$ cat config.mk
export PLATFORM = sky130hd
export DESIGN_NAME = set_bit_scanner
export DESIGN_NICKNAME = d
export VERILOG_FILES = /design/src/rtl/set_bit_scanner.sv
export SDC_FILE = /design/constraint.sdc
export NUM_CORES = 1
export LEC_CHECK = 0
export BUFFER_PORTS_ARGS = -buffer_cell sky130_fd_sc_hd__buf_2
export CORE_MARGIN = 1.5
export CORE_UTILIZATION = 50
export CTS_CLUSTER_DIAMETER = 50
export DETAILED_ROUTE_END_ITERATION = 16
export GPL_TIMING_DRIVEN = 0
export HOLD_SLACK_MARGIN = 0.1
export PLACE_DENSITY_LB_ADDON = 0.05
export RECOVER_POWER = 25
export SLEW_MARGIN = 30
export SYNTH_ARGS = -nofsm -noshare
export SYNTH_HDL_FRONTEND = slang
export SYNTH_SLANG_ARGS = --single-unit
export TNS_END_PERCENT = 30
$ cat constraint.sdc
create_clock -name clk -period 2.65 [get_ports clk]
set_input_delay 0.53 -clock clk [delete_from_list [all_inputs] [get_ports clk]]
set_output_delay 0.53 -clock clk [all_outputs]
set_load 0.01 [all_outputs]
$ cat src/rtl/set_bit_scanner.sv
// Enumerates the set bits of a word, lowest first, one index per output beat.
// Latency: first beat one cycle after acceptance; one beat per cycle when dout_ready is held high.
// Backpressure: beats hold while dout_ready is low; a new word is accepted only when idle or on the last-beat handshake.
module set_bit_scanner #(
  parameter int DATA_WIDTH = 8
) (
  input  logic                          clk,
  input  logic                          resetn,
  input  logic [DATA_WIDTH-1:0]         din,
  input  logic                          din_valid,
  output logic                          din_ready,
  output logic [$clog2(DATA_WIDTH):0]   dout,
  output logic [$clog2(DATA_WIDTH)-1:0] dout_seq,
  output logic                          dout_last,
  output logic                          dout_valid,
  input  logic                          dout_ready
);

  localparam int SW = $clog2(DATA_WIDTH);
  localparam int CW = SW + 1;

  typedef enum logic {
    IDLE = 1'b0,
    SCAN = 1'b1
  } state_t;

  state_t                state;
  logic [DATA_WIDTH-1:0] shadow;
  logic [SW-1:0]         seq;

  logic [DATA_WIDTH-1:0] shadow_clr;
  logic [CW-1:0]         tz;
  logic                  at_most_one;
  logic                  beat_hs;
  logic                  accept;

  // Lowest set bit cleared, and whether that leaves nothing behind
  always_comb begin
    shadow_clr  = shadow & (shadow - DATA_WIDTH'(1));
    at_most_one = (shadow_clr == '0);
  end

  // Trailing-zero count; scanning from the top lets the lowest set bit win, all-zero gives DATA_WIDTH
  always_comb begin
    tz = CW'(DATA_WIDTH);
    for (int i = DATA_WIDTH - 1; i >= 0; i--) begin
      if (shadow[i]) tz = CW'(i);
    end
  end

  // Output beat and input ready, all forced to zero outside SCAN except ready
  always_comb begin
    dout_valid = (state == SCAN);
    dout       = dout_valid ? tz : '0;
    dout_seq   = dout_valid ? seq : '0;
    dout_last  = dout_valid & at_most_one;
    beat_hs    = dout_valid & dout_ready;
    din_ready  = (state == IDLE) | (dout_last & dout_ready);
    accept     = din_valid & din_ready;
  end

  // Word capture, bit-by-bit consumption and end-of-word return to IDLE
  always_ff @(posedge clk or negedge resetn) begin
    if (!resetn) begin
      state  <= IDLE;
      shadow <= '0;
      seq    <= '0;
    end else begin
      case (state)
        IDLE: begin
          if (accept) begin
            shadow <= din;
            seq    <= '0;
            state  <= SCAN;
          end
        end
        SCAN: begin
          if (accept) begin
            // Last beat handed off on the same edge a new word arrives
            shadow <= din;
            seq    <= '0;
            state  <= SCAN;
          end else if (beat_hs) begin
            if (dout_last) begin
              shadow <= '0;
              seq    <= '0;
              state  <= IDLE;
            end else begin
              shadow <= shadow_clr;
              seq    <= seq + SW'(1);
            end
          end
        end
        default: begin
          shadow <= '0;
          seq    <= '0;
          state  <= IDLE;
        end
      endcase
    end
  end

endmodule

Word level (Yosys, flattened, before mapping)

Cells that the tools add are included.

Output and inout port bits: 10
Input bits: 12
Word-level logic and storage cells: 41
Register bits after elaboration: 12

$add $sub $neg: 2
Bitwise logic cells: 7
Multiplexer cells: 25
Reductions and logical operators: 2
Equality and inequality tests: 2

Operator list:

| kind                                                                    | count |
|---|---|
| 4-bit 2-to-1 mux                                                        | 9 |
| 8-bit 2-to-1 mux                                                        | 4 |
| 8-bit case mux with 2 select lines                                      | 1 |
| 3-bit 2-to-1 mux                                                        | 5 |
| 8-bit AND                                                               | 1 |
| 8-bit logical NOT                                                       | 1 |
| 8-bit by 1-bit subtractor with 8-bit output, second input constant      | 1 |
| 3-bit case mux with 2 select lines                                      | 1 |
| 1-bit AND                                                               | 4 |
| 1-bit 2-to-1 mux                                                        | 4 |
| 3-bit by 1-bit adder with 3-bit output, second input constant           | 1 |
| 3-bit by 1-bit inequality test with 1-bit output, second input constant | 1 |
| 2-bit inequality test, second input constant                            | 1 |
| 1-bit case mux with 2 select lines                                      | 1 |
| 2-bit AND reduction                                                     | 1 |
| 1-bit inverter                                                          | 1 |
| 1-bit OR                                                                | 1 |

Longest topological paths before layout

Gate-level depths: netlist of run 1.

Word-level depth: 9
Depth in mapped cells: 5
Depth with buffers taken out: 5

Least setup slack after synthesis of run 1

Ideal clock, no wire load.

Path type: register to output
Start point: reg shadow[5]
End point: out din_ready
Cell stages (with the launch flop): 6
Path slack: 560 ps
Path buffers: 1
Required time: 2120 ps
Data arrival time: 1560 ps
Path through: dfrtp_1 > buf_2 > nor4_1 > o21ai_0 > a21oi_1 > nand2b_1

Longest elaborated chain between the ends: 6

RTL lines:

| what                                        | line | text |
|---|---|---|
| start: declaration                          | 28   | `logic [DATA_WIDTH-1:0] shadow;` |
| start signal: assignment                    | 72   | `shadow <= din;` |
| start signal: assignment                    | 80   | `shadow <= din;` |
| start signal: assignment                    | 89   | `shadow <= shadow_clr;` |
| 8-bit by 1-bit subtractor with 8-bit output | 39   | `shadow_clr = shadow & (shadow - DATA_WIDTH'(1));` |
| 8-bit AND (*)                               | 39   |  |
| 8-bit logical NOT (*)                       | 40   | `at_most_one = (shadow_clr == '0);` |
| 1-bit AND (*)                               | 56   | `dout_last = dout_valid & at_most_one;` |
| 1-bit AND (*)                               | 58   | `din_ready = (state == IDLE) \| (dout_last & dout_ready);` |
| 1-bit OR (*)                                | 58   |  |
| end: declaration                            | 11   | `output logic din_ready,` |

Every way passes the cells marked *; elsewhere a longest branch is shown, timed or not.

Final worst setup path of run 1

Ends and elaborated chain as after synthesis.

==> results.md, run 1 <==
* Crit path DAT at 1.95 ns
* DR DRC count at 0
* Top fanout value on the critical path at 8
* Layout Nets at 123
* Chip width at 42.8 um
* Int Power at 0.666 mW
* Top layer in use: met4
* Register area share after synthesis at 38.0%
* Diode count at 0
* Critical path endpoint category: output port
* Crit path launch type: flop
* Cell area after synthesis at 791 um2
* Max Cap Viol at 0
* CTS max path bufs at 2
* Top cells by area, synth: dfrtp_1, a21oi_1, a32o_1, a211oi_1, inv_1
* EDFF count, synth at 0
* DPL Wire Length at 1.38 mm
* Gr ovfl total at 0
* M1 WL at 850 um
* Leakage at 0.452 nW
* Die Ht at 42.8 um
* Vias in the first global route at 723
* Rows at 14
* Initial Util at 53.1%
* Mean Syn Cell Area at 9.41 um2
* Required time of the critical path at 2.12 ns
* Layout area overhead at 19.3%
* Core area at 1490 um2
* Via count at 761
* R2R depth at 4
* Worst Tran Pin Value at 0.676 ns
* Syn Inst Count at 84
* Fin util at 63.4%
* Placer Congestion at 0.784
* Clock sinks at 12
* Mapped Nets at 97
* Iter 0 DRT Violations at 17
* CTS Buf Count at 3
* Drt wl/cell at 15.1 um
* Clk_skew at 0.000330 ns
* Largest net degree at the start of global routing at 13
* Net switching power at 0.590 mW
* Async set or reset register ratio after synthesis at 100%
* Initial DRT Pass Iterations at 4
* Crit path kind: flop to output port
* Worst R2R End: shadow[2]
* Hold buffers post-CTS at 0
* Wire length of the first global-routing pass at 3.18 mm
* Post-synthesis xor/xnor area fraction at 0%
* Sw frac at 47.0%
* Post-DP Area at 916 um2
* Fmax at 0.402 GHz
* Post-synthesis simple-gate area fraction at 20.6%
* CTS tree: yes
* Global Route Usage Sum at 22.1%
* Mux cell area share after synthesis at 5.06%
* Met2 wire length at 933 um
* Dpl ws at 0.185 ns
* Top cell type's share of synthesized area at 38.0%
* Status: finished clean
* Avg Vias per Cell at 6.14
* Clock share of power at 8.9%
* IO buf count at 21
* Final Instance Area at 943 um2
* R2r setup slk at 0.57 ns
* Seq pwr share at 30.1%
* Crit path launch: shadow[5]
* Final hold vios at 0
* CTS root buffer: clkbuf_4
* Worst-path clk slew at 0.07 ns
* Final Cycle Share at 93.8%
* Pwr dens at 1330 nW/um2
* Main combinational cell family by area after synthesis: compound AO/OA/AOI/OAI gates
* Total Power at 1.26 mW
* Post-CTS Setup Repair Bufs at 0
* Commonest cells after routing, fill and taps aside: buf_2, dfrtp_1, inv_1, nand2_1, a21oi_1
* Area leader, netlist: dfrtp_1
* Comb power frac at 61.0%
* Compound-Gate Fraction of Synth Area at 29.3%
* RSZ-0062 raised after global routing: false
* Count of cell types in the netlist at 34
* Post-CTS resize count at 2
* Synth Warn # at 0
* Worst-Skew Late Latency at 0.27 ns
* Setup crit end: din_ready
* IO Pins at 22
* Slowest stage delay, CP at 0.43 ns
* Ys flop type: dfrtp_1
* TNS Setup at 0 ns
* Fin. max-slew vios at 0
* Worst-path cell chain: buf_2 > nor4_2 > o21ai_1 > a21oi_1 > nand2b_1 > buf_2
* Worst r2r src: shadow[1]
* Metal3 WL at 79 um
* Fraction of layout cells with a size suffix above 1 at 32.4%
* Relative slew slack at 54.9%
* #FFs+latches synth at 12
* Die area at 1830 um2
* CP max stage cell: nor4_2
* Htree depth at 1
* Commonest non-fill, non-tap cell in the layout: buf_2
* Antenna viol nets, final at 0
* Final Setup Violations at 0
* Hold Crit Class: input port to asynchronous set/reset pin
* Initial antenna violation count at 0
* Synth Area in Adders at 1.58%
* Final Critical Period at 2.48 ns
* Most used cell, CP: buf_2
* VDD IR-drop max at 0.663 mV
* Post-route worst setup slack at 0.165 ns
* DRT Wirelength at 1.87 mm
==> layer usage <==
metal | GRT usage, % | vias up
met1 | 28.8 | 367
met5 | 0 | -
met4 | 6.25 | 0
li1 | - | 370
met2 | 37.3 | 22
met3 | 3.83 | 2
==> critical path, delay by kind of cell, from the launching register on <==
kind,cells,cell delay [ns]
AND/OR/NAND/NOR,2,0.55
flip-flops,1,0.36
AO/OA/AOI/OAI,2,0.49
buffers and inverters,2,0.29
==> final cells by class <==
type	count	area, um2
inverter	8	30.0
sequential	12	300
clock buffer	3	22.5
buffer	3	13.8
fill	145	546
multi-input combinational	61	453
timing repair buffer	21	104
tap	16	20.0
==> kinds of logic (layout without fill, tap and decap cells) <==
kind of cell,count (synthesis),in the layout
AO/OA/AOI/OAI,29,29
AND/OR/NAND/NOR,28,28
flip-flops,12,12
buffers and inverters,11,35
multiplexers,3,3
adder cells (fa/ha/maj),1,1
==> cells in the mapped netlist (2+ instances only) <==
| library cell | number |
|---|---|
| a32o_1 | 3 |
| buf_2 | 2 |
| nor2_1 | 3 |
| nand3_1 | 3 |
| a211oi_1 | 4 |
| dfrtp_1 | 12 |
| o21ai_0 | 3 |
| and2_1 | 2 |
| nand2_1 | 7 |
| mux2_4 | 2 |
| a31oi_1 | 3 |
| nand2b_1 | 3 |
| inv_1 | 8 |
| a21oi_1 | 6 |
| nor3_1 | 4 |
==> stage by stage <==
stage,cells,hold slack (ns)
finish,124,0.268
global route,124,0.325
CTS,124,0.143
detailed placement,121,0.429
global placement,121,0.419
floorplan,84,0.234
==> flip-flops by register name, indices dropped and copies added (netlist names) <==
name,count
shadow,8
seq,3
dout_valid,1
==> worst min-delay path by stage <==
stage	from	to	slack, ns
finish	resetn	shadow[6]	0.27
global route	resetn	shadow[7]	0.33
CTS	resetn	shadow[6]	0.14
detailed placement	resetn	shadow[6]	0.43
global placement	resetn	shadow[6]	0.42
floorplan	resetn	dout_valid	0.23
==> power by group through the flow <==
stage | Sequential (mW) | Combinational (mW) | Clock (mW)
detailed placement | 0.378 | 0.755 | 0
global placement | 0.373 | 0.729 | 0
floorplan | 0.356 | 0.551 | 0
CTS | 0.377 | 0.768 | 0.112
global route | 0.395 | 0.844 | 0.120
finish | 0.378 | 0.767 | 0.112
Power figures use the tool's default switching activity.
==> run 2, diff against run 1 <==
MAX_ROUTING_LAYER = met4   (was not set)
SLEW_MARGIN = not set   (was 30)
==> run 2 against run 1 <==
  * Via count decreased by 1.2%
  * Flip-flop and latch count unchanged
  * First-iteration DRC count increased by 29%
  * Count of clock-buffer cells in the layout unchanged
  * Cell count unchanged
  * Routed wire length decreased by 0.80%
  * Core utilization unchanged
  * Fmax about the same
  * Die area unchanged
  * Non-clock buffer count unchanged
  * Critical path depth unchanged
  * Clock skew about the same
  * Critical endpoint unchanged
==> results.md, run 2 (synthesis gave the netlist of run 1 again) <==
* Wire length of the first global-routing pass at 3.18 mm
* Pwr dens at 1330 nW/um2
* Layout filler cell count at 145
* Worst path bufs/invs at 2
* Final hold vios at 0
* Crit path DAT at 1.96 ns
* Worst-Skew Late Latency at 0.26 ns
* Final Cycle Share at 93.8%
* Htree depth at 1
* Iter 0 DRT Violations at 22
* Fmax at 0.402 GHz
* Vias in the first global route at 722
* VDD IR-drop max at 0.663 mV
* Status: finished clean
* Chip width at 42.8 um
* Diode count at 0
* CP Depth at 6
* CP max stage cell: nor4_2
* DR DRC count at 0
* Worst R2R End: shadow[2]
* Crit path launch: shadow[5]
* Final Critical Period at 2.49 ns
* Post-DP Area at 916 um2
* Hold Crit Class: input port to asynchronous set/reset pin
* Clock sinks at 12
* Crit path kind: flop to output port
* Reg with most FFs: shadow
* Die area at 1830 um2
* Final Setup Violations at 0
* R2R depth at 4
* Final Instance Area at 943 um2
* Setup crit end: din_ready
* Layout Nets at 123
* Placer Congestion at 0.795
* CTS root buffer: clkbuf_4
* Worst-path cell chain: buf_2 > nor4_2 > o21ai_1 > a21oi_1 > nand2b_1 > buf_2
* Initial Util at 53.1%
* Leakage at 0.452 nW
* Max Cap Viol at 0
* Clk_skew at 0.000566 ns
* Critical path endpoint category: output port
* Most used cell, CP: buf_2
* Global Route Usage Sum at 22.7%
* Max reg flops at 8
* Rows at 14
* R2r setup slk at 0.59 ns
* Required time of the critical path at 2.12 ns
* Worst Tran Pin Value at 0.673 ns
* CTS tree: yes
* Crit path max-delay family: simple AND/OR/NAND/NOR gates
* Drt wl/cell at 15.0 um
* Slowest stage delay, CP at 0.44 ns
* Commonest cells after routing, fill and taps aside: buf_2, dfrtp_1, inv_1, nand2_1, a21oi_1
* Avg Vias per Cell at 6.06
* Fraction of layout cells with a size suffix above 1 at 32.4%
* Post-CTS Setup Repair Bufs at 0
* RSZ-0062 raised after global routing: false
* Top fanout value on the critical path at 8
* IO buf count at 21
* Worst r2r src: shadow[1]
* Relative slew slack at 55.1%
* CTS Buf Count at 3
* Gr ovfl total at 0
* Die Ht at 42.8 um
* Largest net degree at the start of global routing at 13
* Core area at 1490 um2
* TNS Setup at 0 ns
* DRT Wirelength at 1.85 mm
* Via count at 752
* Worst-path clk slew at 0.07 ns
* Initial DRT Pass Iterations at 4
* Layout area overhead at 19.3%
* CTS max path bufs at 2
* Crit path launch type: flop
* Initial antenna violation count at 0
* Antenna viol nets, final at 0
* IO Pins at 22
* Commonest non-fill, non-tap cell in the layout: buf_2
* DPL Wire Length at 1.38 mm
* Fin. max-slew vios at 0
run 2: cell counts in the layout (fill, tap and decap cells not counted):
Identical to the previous run, type by type.
run 2: worst min path at each step:
stage,from,end,slack [ns],cells after the start
after global routing,resetn,shadow[7],0.33,1
after global placement,resetn,shadow[6],0.42,1
after detailed placement,resetn,shadow[6],0.43,1
after floorplan,resetn,dout_valid,0.23,0
after CTS,resetn,shadow[6],0.14,1
final,resetn,shadow[6],0.27,1
run 2: layer usage:
layer  up-vias  share of wire [%]  track usage (%)
li1        370                  -                -
met1       358                 45             28.8
met2        24                 49             37.3
met3         0                5.4             3.83
met4         0                  0             6.25
met5         -                  0                -
run 2: through the flow:
stage	power [mW]	setup WS [ns]	hold WS, ns	utilization [%]	instances
finish	1.26	0.165	0.269	63.4	124
global route	1.36	0.0184	0.325	63.4	124
global placement	1.10	0.203	0.419	61.5	121
CTS	1.26	0.172	0.143	63.4	124
detailed placement	1.13	0.185	0.429	61.5	121
floorplan	0.907	0.560	0.234	-	84
run 2: worst reg2reg max path, delay by kind of cell (launching register included):
family / cells / cell delay [ns]
DFF: 1 / 0.48
AOI/OAI and AO/OA: 2 / 0.69
and+or+nand+nor: 1 / 0.43
muxes: 1 / 0.35
run 2: repair_timing:
action,in CTS,in global routing
endpoints found under the setup margin,1,0
resized for setup,2,0
hold buffers,0,0
run 2: report_power, final:
| part | internal, mW | switching [mW] |
|---|---|---|
| sequential | 0.265 | 0.113 |
| combinational | 0.349 | 0.418 |
| clock | 0.0524 | 0.0584 |
| total | 0.666 | 0.589 |
run 2: final cells by class:
type | instances | area, um2 | area share, %
multi-input cells | 61 | 453 | 48.0
flip-flops and latches | 12 | 300 | 31.8
repair buffers | 21 | 104 | 11.0
inverters | 8 | 30.0 | 3.18
clock buffers | 3 | 22.5 | 2.39
well taps | 16 | 20.0 | 2.12
plain buffers | 3 | 13.8 | 1.46
